**src/rtl/float_to_fixed_pipe.sv**
```systemverilog
// float_to_fixed_pipe: 3-stage IEEE-754 single to signed Q(INT_W).(FRAC_W) converter with valid/ready.
// Define F2F_ROUND_EN for round-half-away-from-zero; by default the magnitude is truncated.
module float_to_fixed_pipe #(
    parameter int INT_W  = 16,
    parameter int FRAC_W = 16
) (
    input  logic                      clk,
    input  logic                      rst_n,
    input  logic                      in_valid,
    output logic                      in_ready,
    input  logic [31:0]               in_data,
    output logic                      out_valid,
    input  logic                      out_ready,
    output logic [INT_W+FRAC_W-1:0]   out_data,
    output logic                      out_ovf,
    output logic                      out_nan
);
    localparam int W = INT_W + FRAC_W;
    localparam logic [W:0] MAX_P = {2'b00, {(W-1){1'b1}}};
    localparam logic [W:0] MAX_N = {2'b01, {(W-1){1'b0}}};
    localparam logic signed [8:0] E_MAX = 9'(INT_W - 1);
    localparam logic [10:0] SH_OFF = 11'(FRAC_W - 22);
`ifdef F2F_ROUND_EN
    localparam bit ROUND = 1'b1;
`else
    localparam bit ROUND = 1'b0;
`endif

    logic               r1_v, r1_sign, r1_nan, r1_inf, r1_mz;
    logic [23:0]        r1_sig;
    logic signed [8:0]  r1_e;
    logic               r2_v, r2_sign, r2_nan, r2_povf, r2_g;
    logic [W-1:0]       r2_mag;
    logic               w_adv1, w_adv2, w_adv3;
    logic signed [10:0] w_sh;
    logic [10:0]        w_rsh;
    logic [W:0]         w_ext;
    logic               w_povf;
    logic [W:0]         w_r;
    logic               w_o;
    logic [W-1:0]       w_d;

    assign w_adv3   = out_ready | ~out_valid;
    assign w_adv2   = ~r2_v | w_adv3;
    assign w_adv1   = ~r1_v | w_adv2;
    assign in_ready = w_adv1;

    // Shift that places the guard bit at w_ext[0]; zero/denormal exponents shift everything out.
    assign w_sh  = {{2{r1_e[8]}}, r1_e} + SH_OFF;
    assign w_rsh = -w_sh;

    always_comb begin
        w_ext  = w_sh[10] ? (W+1)'(r1_sig >> w_rsh) : (W+1)'({{(W+1){1'b0}}, r1_sig} << w_sh);
        w_povf = r1_inf | (r1_e >= E_MAX && !(r1_e == E_MAX && r1_mz && r1_sign));
        w_r    = {1'b0, r2_mag} + (W+1)'(ROUND & r2_g);
        w_o    = r2_povf | (w_r > (r2_sign ? MAX_N : MAX_P));
        w_d    = w_o ? (r2_sign ? MAX_N[W-1:0] : MAX_P[W-1:0]) : (r2_sign ? W'(-w_r) : w_r[W-1:0]);
    end

    always_ff @(posedge clk or negedge rst_n) begin
        if (!rst_n) begin
            r1_v    <= 1'b0;
            r1_sign <= 1'b0;
            r1_nan  <= 1'b0;
            r1_inf  <= 1'b0;
            r1_mz   <= 1'b0;
            r1_sig  <= '0;
            r1_e    <= '0;
        end else if (w_adv1) begin
            r1_v <= in_valid;
            if (in_valid) begin
                r1_sign <= in_data[31];
                r1_nan  <= (&in_data[30:23]) & (|in_data[22:0]);
                r1_inf  <= (&in_data[30:23]) & ~(|in_data[22:0]);
                r1_mz   <= ~(|in_data[22:0]);
                r1_sig  <= {1'b1, in_data[22:0]};
                r1_e    <= 9'({1'b0, in_data[30:23]} - 9'd127);
            end
        end
    end

    always_ff @(posedge clk or negedge rst_n) begin
        if (!rst_n) begin
            r2_v    <= 1'b0;
            r2_sign <= 1'b0;
            r2_nan  <= 1'b0;
            r2_povf <= 1'b0;
            r2_g    <= 1'b0;
            r2_mag  <= '0;
        end else if (w_adv2) begin
            r2_v <= r1_v;
            if (r1_v) begin
                r2_sign <= r1_sign;
                r2_nan  <= r1_nan;
                r2_povf <= w_povf;
                r2_g    <= w_ext[0];
                r2_mag  <= w_ext[W:1];
            end
        end
    end

    always_ff @(posedge clk or negedge rst_n) begin
        if (!rst_n) begin
            out_valid <= 1'b0;
            out_data  <= '0;
            out_ovf   <= 1'b0;
            out_nan   <= 1'b0;
        end else if (w_adv3) begin
            out_valid <= r2_v;
            if (r2_v) begin
                out_data <= r2_nan ? '0 : w_d;
                out_ovf  <= ~r2_nan & w_o;
                out_nan  <= r2_nan;
            end
        end
    end
endmodule
```
**config.mk**
```make
export PLATFORM = sky130hd
export DESIGN_NAME = float_to_fixed_pipe
export DESIGN_NICKNAME = d
export VERILOG_FILES = /design/src/rtl/float_to_fixed_pipe.sv
export SDC_FILE = /design/constraint.sdc
export NUM_CORES = 1
export LEC_CHECK = 0
export ABC_AREA = 1
export CORE_MARGIN = 2
export CORE_UTILIZATION = 32
export CTS_BUF_LIST = sky130_fd_sc_hd__clkbuf_2 sky130_fd_sc_hd__clkbuf_4 sky130_fd_sc_hd__clkbuf_8
export CTS_CLUSTER_SIZE = 10
export DETAILED_ROUTE_END_ITERATION = 16
export PLACE_DENSITY = 0.62
export SETUP_SLACK_MARGIN = 0.1
export SYNTH_ARGS = -nofsm -noshare
export SYNTH_HDL_FRONTEND = slang
export SYNTH_SLANG_ARGS = --single-unit
```
**constraint.sdc**
```tcl
create_clock -name clk -period 3.6 [get_ports clk]
set_clock_uncertainty 0.2 [all_clocks]
set_input_delay 0.36 -clock clk [delete_from_list [all_inputs] [get_ports clk]]
set_output_delay 0.36 -clock clk [all_outputs]
set_load 0.05 [all_outputs]
```
==> results of run 1 <==
==> stage by stage <==
step	hold WS [ns]	worst slack (ns)	util	power, mW
after global placement	0.2410	0.4496	0.3626	6.996
after floorplan	-0.1356	0.3676	-	5.620
after global routing	0.3049	0.2359	0.3707	8.594
after detailed placement	0.2471	0.3919	0.3626	7.066
final	0.2866	0.5088	0.3707	7.880
after CTS	0.2880	0.3618	0.3702	7.879
==> placed cells by master (no fill, tap or decap), types with 6 or more instances in the layout <==
cell type | synthesis | layout
nor3_1 | 10 | 10
nand3_1 | 204 | 204
nand2_1 | 385 | 385
xor2_1 | 22 | 22
a21oi_1 | 60 | 60
inv_2 | 8 | 8
inv_1 | 106 | 106
o21ai_1 | 14 | 14
buf_4 | 2 | 27
nor2_1 | 89 | 88
xnor2_1 | 11 | 11
nand4_1 | 38 | 38
nor2_2 | 7 | 8
o211ai_1 | 36 | 36
a31oi_1 | 8 | 8
o22ai_1 | 6 | 6
clkdlybuf4s50_1 | 0 | 70
nand2_2 | 13 | 13
o31ai_1 | 6 | 6
clkbuf_8 | 0 | 9
ha_1 | 38 | 38
dfrtp_1 | 109 | 108
o21ai_0 | 77 | 77
==> cell usage after synthesis (4+ instances only) <==
| cell type | count |
|---|---|
| nor4_1 | 5 |
| nand3_2 | 5 |
| nand4_1 | 38 |
| buf_2 | 12 |
| a41oi_1 | 4 |
| buf_1 | 16 |
| dfrtp_1 | 109 |
| o211ai_1 | 36 |
| xor2_1 | 22 |
| inv_2 | 8 |
| nand3_1 | 204 |
| nor2_1 | 89 |
| ha_1 | 38 |
| nand2_2 | 13 |
| a21oi_1 | 60 |
| o21ai_0 | 77 |
| or2_2 | 4 |
| nor2_2 | 7 |
| clkbuf_1 | 39 |
| nor3_1 | 10 |
| o31ai_1 | 6 |
| xnor2_1 | 11 |
| inv_1 | 106 |
| nand2_1 | 385 |
| o22ai_1 | 6 |
| a31oi_1 | 8 |
| o21ai_1 | 14 |
==> metal layers <==
metal | track usage | vias to the layer above | share of wire
met5 | 0 | - | 0
met4 | 0.05846 | 0 | 0.026
met3 | 0.02692 | 38 | 0.058
met2 | 0.2827 | 299 | 0.43
met1 | 0.2794 | 4169 | 0.49
li1 | - | 4683 | -
==> power breakdown <==
group	internal (mW)	switching, mW
clock network	0.276	0.515
logic	1.66	3.34
registers	1.64	0.445
total	3.58	4.30
==> timing repair <==
action,in CTS,in global routing
hold buffers,1,0
setup endpoints to repair,0,33
gates resized for setup,0,1
buffers inserted,0,1
hold endpoints to repair,50,0
==> worst max-delay path by stage <==
stage	start	endpoint	slack (ns)
after floorplan	r2_sign$_DFFE_PN0P_	out_data[10]$_DFFE_PN0P_	0.37
after global placement	r2_sign$_DFFE_PN0P_	out_data[31]$_DFFE_PN0P_	0.45
after detailed placement	r2_sign$_DFFE_PN0P_	out_data[7]$_DFFE_PN0P_	0.39
after CTS	r2_sign$_DFFE_PN0P_	out_data[31]$_DFFE_PN0P_	0.36
after global routing	r2_sign$_DFFE_PN0P_	out_data[31]$_DFFE_PN0P_	0.24
final	r1_e[2]$_DFFE_PN0P_	r2_mag[22]$_DFFE_PN0P_	0.51
==> sequential cells by signal, indices dropped and copies added (netlist names) <==
register and count:
out_nan 1, out_valid 1, r1_nan 1, r2_sign 1, r1_inf 1, r1_sign 1, r2_nan 1, r1_v 1
r1_sig 24, r2_povf 1, r2_v 1, r2_mag 32, r1_e 9, out_data 32, r1_mz 1, out_ovf 1
==> tightest hold or removal path, stage by stage, from the launching register on <==
cell and delay (ns):
dfrtp_1 0.36, nand2_1 0.05, nand2_1 0.05
==> cell type report <==
type / instances / area (um^2)
Timing Repair Buffer: 99 / 924.6
Fill cell: 3080 / 17480
Clock inverter: 7 / 75.07
Sequential cell: 109 / 2731
Multi-Input combinational cell: 1068 / 5529
Tap cell: 378 / 473.0
Inverter: 117 / 440.4
Clock buffer: 9 / 123.9
==> logic make-up after synthesis <==
| kind of cell | Yosys count | share of synthesized area |
|---|---|---|
| fa+ha+maj | 38 | 0.05277 |
| compound gates | 223 | 0.1446 |
| mux | 1 | 0.001111 |
| simple gates | 773 | 0.3829 |
| xor+xnor | 33 | 0.03208 |
| buf+inv | 189 | 0.08388 |
| flops | 109 | 0.3027 |
==> flow_summary.html, run 1 <==
<table>
<tr><th>Metric</th><th>Value</th></tr>
<tr><th colspan="2">Worst setup path</th></tr>
<tr><td>Slowest library cell on the worst path</td><td>dfrtp_1</td></tr>
<tr><td>Worst EP arrival</td><td>between 3 and 4 ns</td></tr>
<tr><td>Source of the worst register-to-register timing path</td><td>r1_e[2]$_DFFE_PN0P_</td></tr>
<tr><td>Critical path buffer and inverter count</td><td>4</td></tr>
<tr><td>Reg-to-reg slack, setup</td><td>0.51 ns</td></tr>
<tr><td>Crit start category</td><td>flip-flop</td></tr>
<tr><td>Critical-path cell list</td><td>ha_1, nor2_2, nand2_1, nand2_1, nand2_2, inv_1, nor2_1, o21ai_1, nor2_1, inv_2, nor2_2, buf_4, inv_1, o21ai_0, a41oi_1, nor2_1</td></tr>
<tr><td>Category of the most critical setup path</td><td>flip-flop to flip-flop</td></tr>
<tr><td>Endpoint type of the worst setup path</td><td>flip-flop</td></tr>
<tr><td>Critical Path Fanout Max</td><td>15</td></tr>
<tr><td>Most frequent cell on the critical path</td><td>nor2_1</td></tr>
<tr><td>Cell class contributing the biggest share of worst-path delay</td><td>compound AO/OA/AOI/OAI gates</td></tr>
<tr><td>Depth of the critical timing path with buffers and inverters included</td><td>16</td></tr>
<tr><td>Destination of the worst register-to-register timing path</td><td>r2_mag[22]$_DFFE_PN0P_</td></tr>
<tr><td>Critical path's largest stage delay</td><td>0.45 ns</td></tr>
<tr><td>Worst r2r path cells</td><td>16</td></tr>
<tr><td>Worst EP required</td><td>~3.7 ns</td></tr>
<tr><th colspan="2">Detailed routing</th></tr>
<tr><td>Initial DRC count</td><td>837</td></tr>
<tr><td>Antenna violation net count after detailed routing</td><td>0</td></tr>
<tr><td>Vias per cell</td><td>roughly 5</td></tr>
<tr><td>Initial DRT Pass Iterations</td><td>5</td></tr>
<tr><td>WL per Instance</td><td>15.15 um</td></tr>
<tr><td>Final wirelength</td><td>~27 mm</td></tr>
<tr><td>Total vias in the final route</td><td>9189</td></tr>
<tr><td>DRC violations left</td><td>0</td></tr>
<tr><th colspan="2">Placed design</th></tr>
<tr><td>Port Buffer Count</td><td>~70</td></tr>
<tr><td>Number of cells in the design after placement</td><td>1769</td></tr>
<tr><td>Post-placement cell area</td><td>10070 um^2</td></tr>
<tr><td>HPWL after detailed placement</td><td>20.80 mm</td></tr>
<tr><td>Gp weighted congestion</td><td>around 0.94</td></tr>
<tr><th colspan="2">Worst hold path</th></tr>
<tr><td>Instance count along the most critical hold path</td><td>2</td></tr>
<tr><td>End point of the worst hold path</td><td>out_data[26]$_DFFE_PN0P_</td></tr>
<tr><td>Source of the worst hold timing path</td><td>out_data[26]$_DFFE_PN0P_</td></tr>
<tr><td>Worst hold path type</td><td>flip-flop to flip-flop</td></tr>
<tr><th colspan="2">Cells and area</th></tr>
<tr><td>N_diodes</td><td>0</td></tr>
<tr><td>Filler-free cell count of the finished design</td><td>1787</td></tr>
<tr><td>Post-route cell area</td><td>10300 um^2</td></tr>
<tr><td>Area grow syn2layout</td><td>14.29%</td></tr>
<tr><td>Share of final-layout standard cells stronger than drive strength 1</td><td>0.06813</td></tr>
<tr><td>Fin nets</td><td>1478</td></tr>
<tr><th colspan="2">Logic synthesis</th></tr>
<tr><td>Share of flip-flops with an asynchronous set or reset</td><td>1.000</td></tr>
<tr><td>Number of enable flip-flop cells after synthesis</td><td>0</td></tr>
<tr><td>Share of synthesized area occupied by flip-flops and latches</td><td>0.3027</td></tr>
<tr><td>Post-synth cell types</td><td>49</td></tr>
<tr><td>Top_reg_cell synth</td><td>dfrtp_1</td></tr>
<tr><td>Top cell type's share of synthesized area</td><td>0.3027</td></tr>
<tr><td>Post-Syn Area per Cell</td><td>around 6.6 um^2</td></tr>
<tr><td>Warnings, synthesis</td><td>0</td></tr>
<tr><td>Top post-synthesis cells by area</td><td>dfrtp_1 (30%), nand2_1 (16%), nand3_1 (11%), ha_1 (5.3%), inv_1 (4.4%)</td></tr>
<tr><td>Leading area contributor after synthesis</td><td>dfrtp_1</td></tr>
<tr><td>#FFs+latches synth</td><td>109</td></tr>
<tr><td>Mapped cell area</td><td>around 9000 um^2</td></tr>
<tr><td>Nets in the synthesized netlist</td><td>1440</td></tr>
<tr><td>Synthesized instance count</td><td>1366</td></tr>
<tr><th colspan="2">Clock network</th></tr>
<tr><td>Clock tree from TritonCTS</td><td>done</td></tr>
<tr><td>Clock buffer depth</td><td>2</td></tr>
<tr><td>Total clock buffers created by CTS</td><td>9</td></tr>
<tr><td>Clock tree root buffer cell</td><td>clkbuf_8</td></tr>
<tr><td>Clock slew at the register clock pins of the worst setup and hold paths</td><td>about 0.13 ns</td></tr>
<tr><td>Num Clock Sinks</td><td>around 110</td></tr>
<tr><td>Max H-tree Level</td><td>3</td></tr>
<tr><td>Worst-skew pair later-pin latency</td><td>0.41 ns</td></tr>
<tr><th colspan="2">Global routing</th></tr>
<tr><td>GR Util All Layers</td><td>0.1890</td></tr>
<tr><td>Global route overflow</td><td>0</td></tr>
<tr><td>Global-route wire length before repair</td><td>44.44 mm</td></tr>
<tr><td>Number of antenna violations at the first check in global routing</td><td>0</td></tr>
<tr><td>Vias in the first global route</td><td>8392</td></tr>
<tr><td>Maximum number of pins on one net before global-route repair</td><td>53</td></tr>
<tr><th colspan="2">Floorplan</th></tr>
<tr><td>Die extent in x</td><td>171.8 um</td></tr>
<tr><td>Standard-cell rows</td><td>61</td></tr>
<tr><td>CORE AREA</td><td>27780 um^2</td></tr>
<tr><td>Effective utilization at floorplan</td><td>0.3243</td></tr>
<tr><td>Die Outline Area</td><td>29510 um^2</td></tr>
<tr><td>Ports placed on the boundary</td><td>72</td></tr>
<tr><td>Die height</td><td>about 170 um</td></tr>
<tr><th colspan="2">Timing</th></tr>
<tr><td>Setup TNS</td><td>0 ns</td></tr>
<tr><td>Number of max-slew violations in the final report</td><td>0</td></tr>
<tr><td>Share of the clock period used by the worst path after layout</td><td>0.8587</td></tr>
<tr><td>Number of endpoints with negative hold slack in the final report</td><td>0</td></tr>
<tr><td>Worst slew margin relative to its limit</td><td>0.3945</td></tr>
<tr><td>Achievable Freq</td><td>323.5 MHz</td></tr>
<tr><td>Setup violators final</td><td>0</td></tr>
<tr><td>RSZ-0062 raised after global routing</td><td>false</td></tr>
<tr><td>Minimum clock period</td><td>just over 3 ns</td></tr>
<tr><td>Transition time of the tightest slew-check pin</td><td>0.9073 ns</td></tr>
<tr><th colspan="2">Job</th></tr>
<tr><td>Total of max-cap violations</td><td>0</td></tr>
<tr><th colspan="2">Status</th></tr>
<tr><td>Status</td><td>finished clean</td></tr>
<tr><th colspan="2">Power and ir drop</th></tr>
<tr><td>Maximum VDD drop</td><td>273.6 uV</td></tr>
<tr><td>Leakage power</td><td>4.786 nW</td></tr>
<tr><td>Cell area power density</td><td>765.3 nW/um^2</td></tr>
</table>
No activity file was read; power rests on OpenSTA's default activity.
==> run 2, diff against run 1 <==
--- a/config.mk
+++ b/config.mk
@@ -6,13 +6,13 @@
 export NUM_CORES = 1
 export LEC_CHECK = 0
 export ABC_AREA = 1
-export CORE_MARGIN = 2
 export CORE_UTILIZATION = 32
 export CTS_BUF_LIST = sky130_fd_sc_hd__clkbuf_2 sky130_fd_sc_hd__clkbuf_4 sky130_fd_sc_hd__clkbuf_8
 export CTS_CLUSTER_SIZE = 10
 export DETAILED_ROUTE_END_ITERATION = 16
 export PLACE_DENSITY = 0.62
 export SETUP_SLACK_MARGIN = 0.1
+export SKIP_LAST_GASP = 1
 export SYNTH_ARGS = -nofsm -noshare
 export SYNTH_HDL_FRONTEND = slang
 export SYNTH_SLANG_ARGS = --single-unit
==> flow_summary.html, run 2 (synthesis results as in run 1) <==
<table>
<tr><th>Metric</th><th>Value</th></tr>
<tr><th colspan="2">Timing</th></tr>
<tr><td>Share of the clock period used by the worst path after layout</td><td>0.8926 (was 0.8587)</td></tr>
<tr><td>Achievable Freq</td><td>311.2 MHz (was 323.5 MHz)</td></tr>
<tr><td>Setup WS post-layout</td><td>0.3868 ns (was 0.5088 ns)</td></tr>
<tr><td>Setup violators final</td><td>0 (unchanged)</td></tr>
<tr><td>Minimum clock period</td><td>3.213 ns (was 3.091 ns)</td></tr>
<tr><td>Number of endpoints with negative hold slack in the final report</td><td>0 (unchanged)</td></tr>
<tr><td>Worst hold-check slack</td><td>0.2888 ns (was 0.2866 ns)</td></tr>
<tr><td>Setup TNS</td><td>0 ns (unchanged)</td></tr>
<tr><td>RSZ-0062 raised after global routing</td><td>false (unchanged)</td></tr>
<tr><td>Number of max-slew violations in the final report</td><td>0 (unchanged)</td></tr>
<tr><td>Worst slew margin relative to its limit</td><td>0.4040 (was 0.3945)</td></tr>
<tr><td>Transition time of the tightest slew-check pin</td><td>0.8930 ns (was 0.9073 ns)</td></tr>
<tr><th colspan="2">Floorplan</th></tr>
<tr><td>Effective utilization at floorplan</td><td>0.3252 (was 0.3243)</td></tr>
<tr><td>Die extent in x</td><td>169.8 um (was 171.8 um)</td></tr>
<tr><td>Ports placed on the boundary</td><td>72 (unchanged)</td></tr>
<tr><td>CORE AREA</td><td>27710 um^2 (was 27780 um^2)</td></tr>
<tr><td>Die Outline Area</td><td>28830 um^2 (was 29510 um^2)</td></tr>
<tr><td>Standard-cell rows</td><td>61 (unchanged)</td></tr>
<tr><td>Die height</td><td>169.8 um (was 171.8 um)</td></tr>
<tr><th colspan="2">Global routing</th></tr>
<tr><td>Maximum number of pins on one net before global-route repair</td><td>58 (was 53)</td></tr>
<tr><td>Number of antenna violations at the first check in global routing</td><td>0 (unchanged)</td></tr>
<tr><td>Global-route wire length before repair</td><td>44.73 mm (was 44.44 mm)</td></tr>
<tr><td>Vias in the first global route</td><td>8513 (was 8392)</td></tr>
<tr><td>Global route overflow</td><td>0 (unchanged)</td></tr>
<tr><td>GR Util All Layers</td><td>0.1951 (was 0.1890)</td></tr>
<tr><th colspan="2">Worst setup path</th></tr>
<tr><td>Critical Path Fanout Max</td><td>34 (was 15)</td></tr>
<tr><td>Endpoint type of the worst setup path</td><td>flip-flop (unchanged)</td></tr>
<tr><td>Slowest library cell on the worst path</td><td>dfrtp_2 (was dfrtp_1)</td></tr>
<tr><td>Category of the most critical setup path</td><td>flip-flop to flip-flop (unchanged)</td></tr>
<tr><td>Critical path's largest stage delay</td><td>0.56 ns (was 0.45 ns)</td></tr>
<tr><td>Worst EP arrival</td><td>3.35 ns (was 3.20 ns)</td></tr>
<tr><td>Critical-path cell list</td><td>buf_12, ha_1, nand2_1, nor2_1, nand4_1, nor4_1, a22o_1, nand2_1, nand2_1, buf_4, o211ai_1, nand2_1 (was ha_1, nor2_2, nand2_1, nand2_1, nand2_2, inv_1, nor2_1, o21ai_1, nor2_1, inv_2, nor2_2, buf_4, inv_1, o21ai_0, a41oi_1, nor2_1)</td></tr>
<tr><td>Critical path buffer and inverter count</td><td>2 (was 4)</td></tr>
<tr><td>Cell class contributing the biggest share of worst-path delay</td><td>simple AND/OR/NAND/NOR gates (was compound AO/OA/AOI/OAI gates)</td></tr>
<tr><td>Crit start category</td><td>flip-flop (unchanged)</td></tr>
<tr><td>Worst EP required</td><td>3.74 ns (was 3.71 ns)</td></tr>
<tr><td>Most frequent cell on the critical path</td><td>nand2_1 (was nor2_1)</td></tr>
<tr><th colspan="2">Clock network</th></tr>
<tr><td>Num Clock Sinks</td><td>109 (unchanged)</td></tr>
<tr><td>Clock slew at the register clock pins of the worst setup and hold paths</td><td>0.11 ns (was 0.13 ns)</td></tr>
<tr><td>Worst-skew pair later-pin latency</td><td>0.40 ns (was 0.41 ns)</td></tr>
<tr><td>Clock tree root buffer cell</td><td>clkbuf_8 (unchanged)</td></tr>
<tr><td>Clock tree from TritonCTS</td><td>done (unchanged)</td></tr>
<tr><td>Max H-tree Level</td><td>3 (unchanged)</td></tr>
<tr><td>Total clock buffers created by CTS</td><td>9 (unchanged)</td></tr>
<tr><td>Clock buffer depth</td><td>2 (unchanged)</td></tr>
<tr><th colspan="2">Cells and area</th></tr>
<tr><td>Commonest cells after routing, fill and taps aside</td><td>nand2_1 (385), nand3_1 (204), dfrtp_1 (108) (unchanged)</td></tr>
<tr><td>Area used by sequential logic in the layout</td><td>2729 um^2 (was 2731 um^2)</td></tr>
<tr><td>Registers with the most flip-flops</td><td>out_data: 32 flops, r2_mag: 32 flops, r1_sig: 24 flops (unchanged)</td></tr>
<tr><td>N_diodes</td><td>0 (unchanged)</td></tr>
<tr><td>Share of final-layout standard cells stronger than drive strength 1</td><td>0.06747 (was 0.06813)</td></tr>
<tr><td>Area used by multi-input combinational logic</td><td>5529 um^2 (unchanged)</td></tr>
<tr><td>Area grow syn2layout</td><td>14.69% (was 14.29%)</td></tr>
<tr><td>Filler-free cell count of the finished design</td><td>1786 (was 1787)</td></tr>
<tr><td>Fill cells</td><td>3010 (was 3080)</td></tr>
<tr><td>Fin nets</td><td>1477 (was 1478)</td></tr>
<tr><td>Most common library cell in the layout ignoring fill and taps</td><td>nand2_1 (unchanged)</td></tr>
<tr><th colspan="2">Power and ir drop</th></tr>
<tr><td>Leakage power</td><td>4.801 nW (was 4.786 nW)</td></tr>
<tr><td>Cell area power density</td><td>773.7 nW/um^2 (was 765.3 nW/um^2)</td></tr>
<tr><td>Maximum VDD drop</td><td>264.5 uV (was 273.6 uV)</td></tr>
<tr><th colspan="2">Detailed routing</th></tr>
<tr><td>WL per Instance</td><td>15.28 um (was 15.15 um)</td></tr>
<tr><td>Initial DRC count</td><td>781 (was 837)</td></tr>
<tr><td>Antenna violation net count after detailed routing</td><td>0 (unchanged)</td></tr>
<tr><td>Vias per cell</td><td>5.219 (was 5.142)</td></tr>
<tr><td>Total vias in the final route</td><td>9321 (was 9189)</td></tr>
<tr><td>Final wirelength</td><td>27.29 mm (was 27.08 mm)</td></tr>
<tr><td>Initial DRT Pass Iterations</td><td>7 (was 5)</td></tr>
<tr><td>DRC violations left</td><td>0 (unchanged)</td></tr>
<tr><th colspan="2">Placed design</th></tr>
<tr><td>HPWL after detailed placement</td><td>20.94 mm (was 20.80 mm)</td></tr>
<tr><td>Gp weighted congestion</td><td>0.9284 (was 0.9351)</td></tr>
<tr><td>Number of cells in the design after placement</td><td>1769 (unchanged)</td></tr>
<tr><td>Port Buffer Count</td><td>71 (unchanged)</td></tr>
<tr><td>Placement-stage worst setup slack</td><td>0.3790 ns (was 0.3919 ns)</td></tr>
<tr><th colspan="2">Job</th></tr>
<tr><td>Total of max-cap violations</td><td>0 (unchanged)</td></tr>
<tr><th colspan="2">Status</th></tr>
<tr><td>Status</td><td>finished clean (unchanged)</td></tr>
<tr><th colspan="2">Worst hold path</th></tr>
<tr><td>Worst hold path type</td><td>flip-flop to flip-flop (unchanged)</td></tr>
</table>
[run 2: cell types whose count changed in the layout (fill, tap and decap cells not counted), sizes merged]
cell and change:
clkbuf +1, buf -1, bufinv +2, clkinv -1, inv -2
[run 2: through the flow]
step,cell area (um^2),total power [mW],util
after global routing,10330,8.690,0.3730
after floorplan,9011,5.620,-
after detailed placement,10090,7.074,0.3641
after global placement,10090,7.024,0.3641
final,10330,7.995,0.3730
after CTS,10330,7.996,0.3730
[run 2: cell type report]
type,instances,area share
Clock inverter,6,0.01017
Multi-Input combinational cell,1068,0.5351
Timing Repair Buffer,98,0.08960
Inverter,117,0.04262
Tap cell,378,0.04577
Clock buffer,10,0.01271
Sequential cell,109,0.2641
[run 2: worst reg2reg max path, cell delays in order, from the launching register on]
cell      delay [ns]
dfrtp_2         0.56
buf_12          0.24
ha_1            0.31
nand2_1         0.06
nor2_1          0.16
nand4_1         0.13
nor4_1          0.49
a22o_1          0.29
nand2_1         0.09
nand2_1         0.07
buf_4           0.31
o211ai_1        0.16
nand2_1         0.08
[run 2: repair_timing]
item	CTS	global route
endpoints found under the hold margin	55	0
setup buffers	0	0
resized for setup	0	0
hold buffers	1	0
[run 2: final timing paths]
path	startpoint	to	slack, ns	depth (start not counted)
hold / removal	out_data[27]$_DFFE_PN0P_	out_data[27]$_DFFE_PN0P_	0.29	2
setup reg to reg	r2_sign$_DFFE_PN0P_	out_data[19]$_DFFE_PN0P_	0.39	12
hold reg to reg	out_data[27]$_DFFE_PN0P_	out_data[27]$_DFFE_PN0P_	0.29	2
min in group asynchronous	rst_n	r2_v$_DFFE_PN0P_	0.37	2
max in group asynchronous	rst_n	out_data[20]$_DFFE_PN0P_	1.99	3
setup / recovery	r2_sign$_DFFE_PN0P_	out_data[19]$_DFFE_PN0P_	0.39	12
[run 2: routing by layer]
metal | vias up | track usage | wire [um]
li1 | 4684 | - | -
met1 | 4302 | 0.2804 | 13330
met2 | 302 | 0.3068 | 12180
met3 | 33 | 0.02379 | 1239
met4 | 0 | 0.05053 | 545
met5 | - | 0 | 0
[run 2: power by group]
part           internal [mW]  switching (mW)
sequential              1.64           0.451
combinational           1.66            3.35
clock                  0.415           0.483
total                   3.71            4.28
==> run 3, diff against run 2 <==
--- a/config.mk
+++ b/config.mk
@@ -6,11 +6,11 @@
 export NUM_CORES = 1
 export LEC_CHECK = 0
 export ABC_AREA = 1
-export CORE_UTILIZATION = 32
+export CORE_UTILIZATION = 35
 export CTS_BUF_LIST = sky130_fd_sc_hd__clkbuf_2 sky130_fd_sc_hd__clkbuf_4 sky130_fd_sc_hd__clkbuf_8
 export CTS_CLUSTER_SIZE = 10
 export DETAILED_ROUTE_END_ITERATION = 16
-export PLACE_DENSITY = 0.62
+export PLACE_DENSITY = 0.65
 export SETUP_SLACK_MARGIN = 0.1
 export SKIP_LAST_GASP = 1
 export SYNTH_ARGS = -nofsm -noshare
==> flow_summary.html, run 3 (synthesis results as in run 1) <==
<table>
<tr><th>Metric</th><th>Value</th></tr>
<tr><th colspan="2">Status</th></tr>
<tr><td>Status</td><td>finished clean (unchanged)</td></tr>
<tr><th colspan="2">Timing</th></tr>
<tr><td>Transition time of the tightest slew-check pin</td><td>0.9044 ns (was 0.8930 ns)</td></tr>
<tr><td>Minimum clock period</td><td>3.194 ns (was 3.213 ns)</td></tr>
<tr><td>Share of the clock period used by the worst path after layout</td><td>0.8872 (was 0.8926)</td></tr>
<tr><td>Number of max-slew violations in the final report</td><td>0 (unchanged)</td></tr>
<tr><td>Number of endpoints with negative hold slack in the final report</td><td>0 (unchanged)</td></tr>
<tr><td>Achievable Freq</td><td>313.1 MHz (was 311.2 MHz)</td></tr>
<tr><td>Worst slew margin relative to its limit</td><td>0.3964 (was 0.4040)</td></tr>
<tr><td>RSZ-0062 raised after global routing</td><td>false (unchanged)</td></tr>
<tr><td>Setup TNS</td><td>0 ns (unchanged)</td></tr>
<tr><td>Setup violators final</td><td>0 (unchanged)</td></tr>
<tr><td>Setup WS post-layout</td><td>0.4061 ns (was 0.3868 ns)</td></tr>
<tr><th colspan="2">Cells and area</th></tr>
<tr><td>Share of final-layout standard cells stronger than drive strength 1</td><td>0.06879 (was 0.06747)</td></tr>
<tr><td>Most common library cell in the layout ignoring fill and taps</td><td>nand2_1 (unchanged)</td></tr>
<tr><td>N_diodes</td><td>0 (unchanged)</td></tr>
<tr><td>Registers with the most flip-flops</td><td>out_data: 32 flops, r2_mag: 32 flops, r1_sig: 24 flops (unchanged)</td></tr>
<tr><td>Fin nets</td><td>1479 (was 1477)</td></tr>
<tr><td>Commonest cells after routing, fill and taps aside</td><td>nand2_1 (385), nand3_1 (204), dfrtp_1 (108) (unchanged)</td></tr>
<tr><td>Share of the core filled with cells</td><td>0.4064 (was 0.3730)</td></tr>
<tr><td>Fill cells</td><td>2696 (was 3010)</td></tr>
<tr><td>Area grow syn2layout</td><td>13.60% (was 14.69%)</td></tr>
<tr><th colspan="2">Floorplan</th></tr>
<tr><td>Die height</td><td>162.4 um (was 169.8 um)</td></tr>
<tr><td>Standard-cell rows</td><td>58 (was 61)</td></tr>
<tr><td>Die Outline Area</td><td>26390 um^2 (was 28830 um^2)</td></tr>
<tr><td>Die extent in x</td><td>162.4 um (was 169.8 um)</td></tr>
<tr><td>CORE AREA</td><td>25180 um^2 (was 27710 um^2)</td></tr>
<tr><td>Effective utilization at floorplan</td><td>0.3578 (was 0.3252)</td></tr>
<tr><td>Ports placed on the boundary</td><td>72 (unchanged)</td></tr>
<tr><th colspan="2">Detailed routing</th></tr>
<tr><td>WL per Instance</td><td>15.74 um (was 15.28 um)</td></tr>
<tr><td>Antenna violation net count after detailed routing</td><td>0 (unchanged)</td></tr>
<tr><td>Vias per cell</td><td>5.358 (was 5.219)</td></tr>
<tr><td>Initial DRT Pass Iterations</td><td>6 (was 7)</td></tr>
<tr><td>DRC violations left</td><td>0 (unchanged)</td></tr>
<tr><td>Final wirelength</td><td>27.38 mm (was 27.29 mm)</td></tr>
<tr><td>Initial DRC count</td><td>1068 (was 781)</td></tr>
<tr><td>Total vias in the final route</td><td>9323 (was 9321)</td></tr>
<tr><th colspan="2">Clock network</th></tr>
<tr><td>Max H-tree Level</td><td>3 (unchanged)</td></tr>
<tr><td>Clock buffer depth</td><td>2 (unchanged)</td></tr>
<tr><td>Clock tree root buffer cell</td><td>clkbuf_8 (unchanged)</td></tr>
<tr><td>Post-cts resize count</td><td>0 (unchanged)</td></tr>
<tr><td>Total clock buffers created by CTS</td><td>9 (unchanged)</td></tr>
<tr><td>Post-CTS setup repair buffer count</td><td>0 (unchanged)</td></tr>
<tr><td>Clock slew at the register clock pins of the worst setup and hold paths</td><td>0.14 ns (was 0.11 ns)</td></tr>
<tr><td>Worst-skew pair later-pin latency</td><td>0.42 ns (was 0.40 ns)</td></tr>
<tr><td>Num Clock Sinks</td><td>109 (unchanged)</td></tr>
<tr><td>Clock tree from TritonCTS</td><td>done (unchanged)</td></tr>
<tr><th colspan="2">Global routing</th></tr>
<tr><td>Maximum number of pins on one net before global-route repair</td><td>56 (was 58)</td></tr>
<tr><td>Vias in the first global route</td><td>8367 (was 8513)</td></tr>
<tr><td>Global route overflow</td><td>0 (unchanged)</td></tr>
<tr><td>Global-route wire length before repair</td><td>44.39 mm (was 44.73 mm)</td></tr>
<tr><td>GR Util All Layers</td><td>0.2119 (was 0.1951)</td></tr>
<tr><td>Number of antenna violations at the first check in global routing</td><td>0 (unchanged)</td></tr>
<tr><th colspan="2">Placed design</th></tr>
<tr><td>Placement-stage worst setup slack</td><td>0.4641 ns (was 0.3790 ns)</td></tr>
<tr><td>Gp weighted congestion</td><td>0.9200 (was 0.9284)</td></tr>
<tr><td>Port Buffer Count</td><td>71 (unchanged)</td></tr>
<tr><td>HPWL after detailed placement</td><td>20.97 mm (was 20.94 mm)</td></tr>
<tr><th colspan="2">Worst setup path</th></tr>
<tr><td>Endpoint type of the worst setup path</td><td>flip-flop (unchanged)</td></tr>
<tr><td>Crit start category</td><td>flip-flop (unchanged)</td></tr>
<tr><td>Worst EP required</td><td>3.74 ns (about the same)</td></tr>
<tr><td>Worst EP arrival</td><td>3.33 ns (was 3.35 ns)</td></tr>
<tr><td>Critical Path Fanout Max</td><td>15 (was 34)</td></tr>
<tr><td>Reg-to-reg slack, setup</td><td>0.41 ns (was 0.39 ns)</td></tr>
<tr><td>Category of the most critical setup path</td><td>flip-flop to flip-flop (unchanged)</td></tr>
<tr><th colspan="2">Power and ir drop</th></tr>
<tr><td>Leakage power</td><td>4.785 nW (was 4.801 nW)</td></tr>
<tr><td>Maximum VDD drop</td><td>516.0 uV (was 264.5 uV)</td></tr>
<tr><td>Cell area power density</td><td>773.8 nW/um^2 (was 773.7 nW/um^2)</td></tr>
<tr><th colspan="2">Job</th></tr>
<tr><td>Total of max-cap violations</td><td>0 (unchanged)</td></tr>
<tr><th colspan="2">Worst hold path</th></tr>
<tr><td>Worst hold path type</td><td>flip-flop to flip-flop (unchanged)</td></tr>
</table>
## run 3: cell types whose count changed in the layout (fill, tap and decap cells not counted), sizes merged
cell and delta:
bufinv -2, buf +2, clkinv +1, clkinvlp +1
## run 3: worst max-delay path, cell delays in order (launching register included)
cell and delay [ns]:
dfrtp_1 0.44, ha_1 0.25, nor2_2 0.18, nand3_1 0.11, nand2_2 0.13, nand4_4 0.22, inv_2 0.30, nand2_1 0.11
nand2_1 0.06, o21ai_0 0.18, nand2_1 0.14, o211ai_1 0.13, nand3_1 0.13, o21ai_1 0.11, o21ai_0 0.21, nor2_1 0.08
a21oi_1 0.12
## run 3: area by class of cell
| type | instances | area, um^2 | share of cell area |
|---|---|---|---|
| Timing Repair Buffer | 100 | 928.4 | 0.09071 |
| Clock buffer | 10 | 137.6 | 0.01345 |
| Tap cell | 330 | 412.9 | 0.04034 |
| Clock inverter | 6 | 57.56 | 0.005623 |
| Sequential cell | 109 | 2729 | 0.2666 |
| Multi-Input combinational cell | 1068 | 5529 | 0.5402 |
| Inverter | 117 | 440.4 | 0.04303 |
## run 3: power breakdown
| group | internal (mW) | total, mW | switching (mW) |
|---|---|---|---|
| combinational | 1.66 | 5.02 | 3.36 |
| clock | 0.285 | 0.785 | 0.501 |
| sequential | 1.64 | 2.12 | 0.474 |
| total | 3.59 | 7.92 | 4.33 |
## run 3: metal layers
layer,routed length (um),global-route usage
met4,850,0.07890
met2,12130,0.3273
met5,0,0
met3,1293,0.02394
met1,13100,0.3021
## run 3: metrics by stage
step / hold WS (ns) / std cells / instance area, um^2 / power [mW]
after global routing: 0.3065 / 1740 / 10230 / 8.557
after detailed placement: 0.2540 / 1723 / 10030 / 7.095
after global placement: 0.2507 / 1723 / 10030 / 7.029
after floorplan: -0.1356 / 1366 / 9011 / 5.620
final: 0.2889 / 1740 / 10230 / 7.920
after CTS: 0.2857 / 1740 / 10230 / 7.886
## run 3: worst paths after layout
check | startpoint | endpoint | cells after the start
max in group asynchronous | rst_n | out_data[16]$_DFFE_PN0P_ | 3
worst min register to register | out_data[4]$_DFFE_PN0P_ | out_data[4]$_DFFE_PN0P_ | 2
min in group asynchronous | rst_n | out_valid$_DFFE_PN0P_ | 2
worst max register to register | r1_e[1]$_DFFE_PN0P_ | r2_mag[14]$_DFFE_PN0P_ | 16
worst max-delay path | r1_e[1]$_DFFE_PN0P_ | r2_mag[14]$_DFFE_PN0P_ | 16
worst min-delay path | out_data[4]$_DFFE_PN0P_ | out_data[4]$_DFFE_PN0P_ | 2
## run 3: what timing repair did
action	4_1_cts	5_1_grt
hold buffers	1	0
endpoints found under the setup margin	0	0
endpoints found under the hold margin	53	0
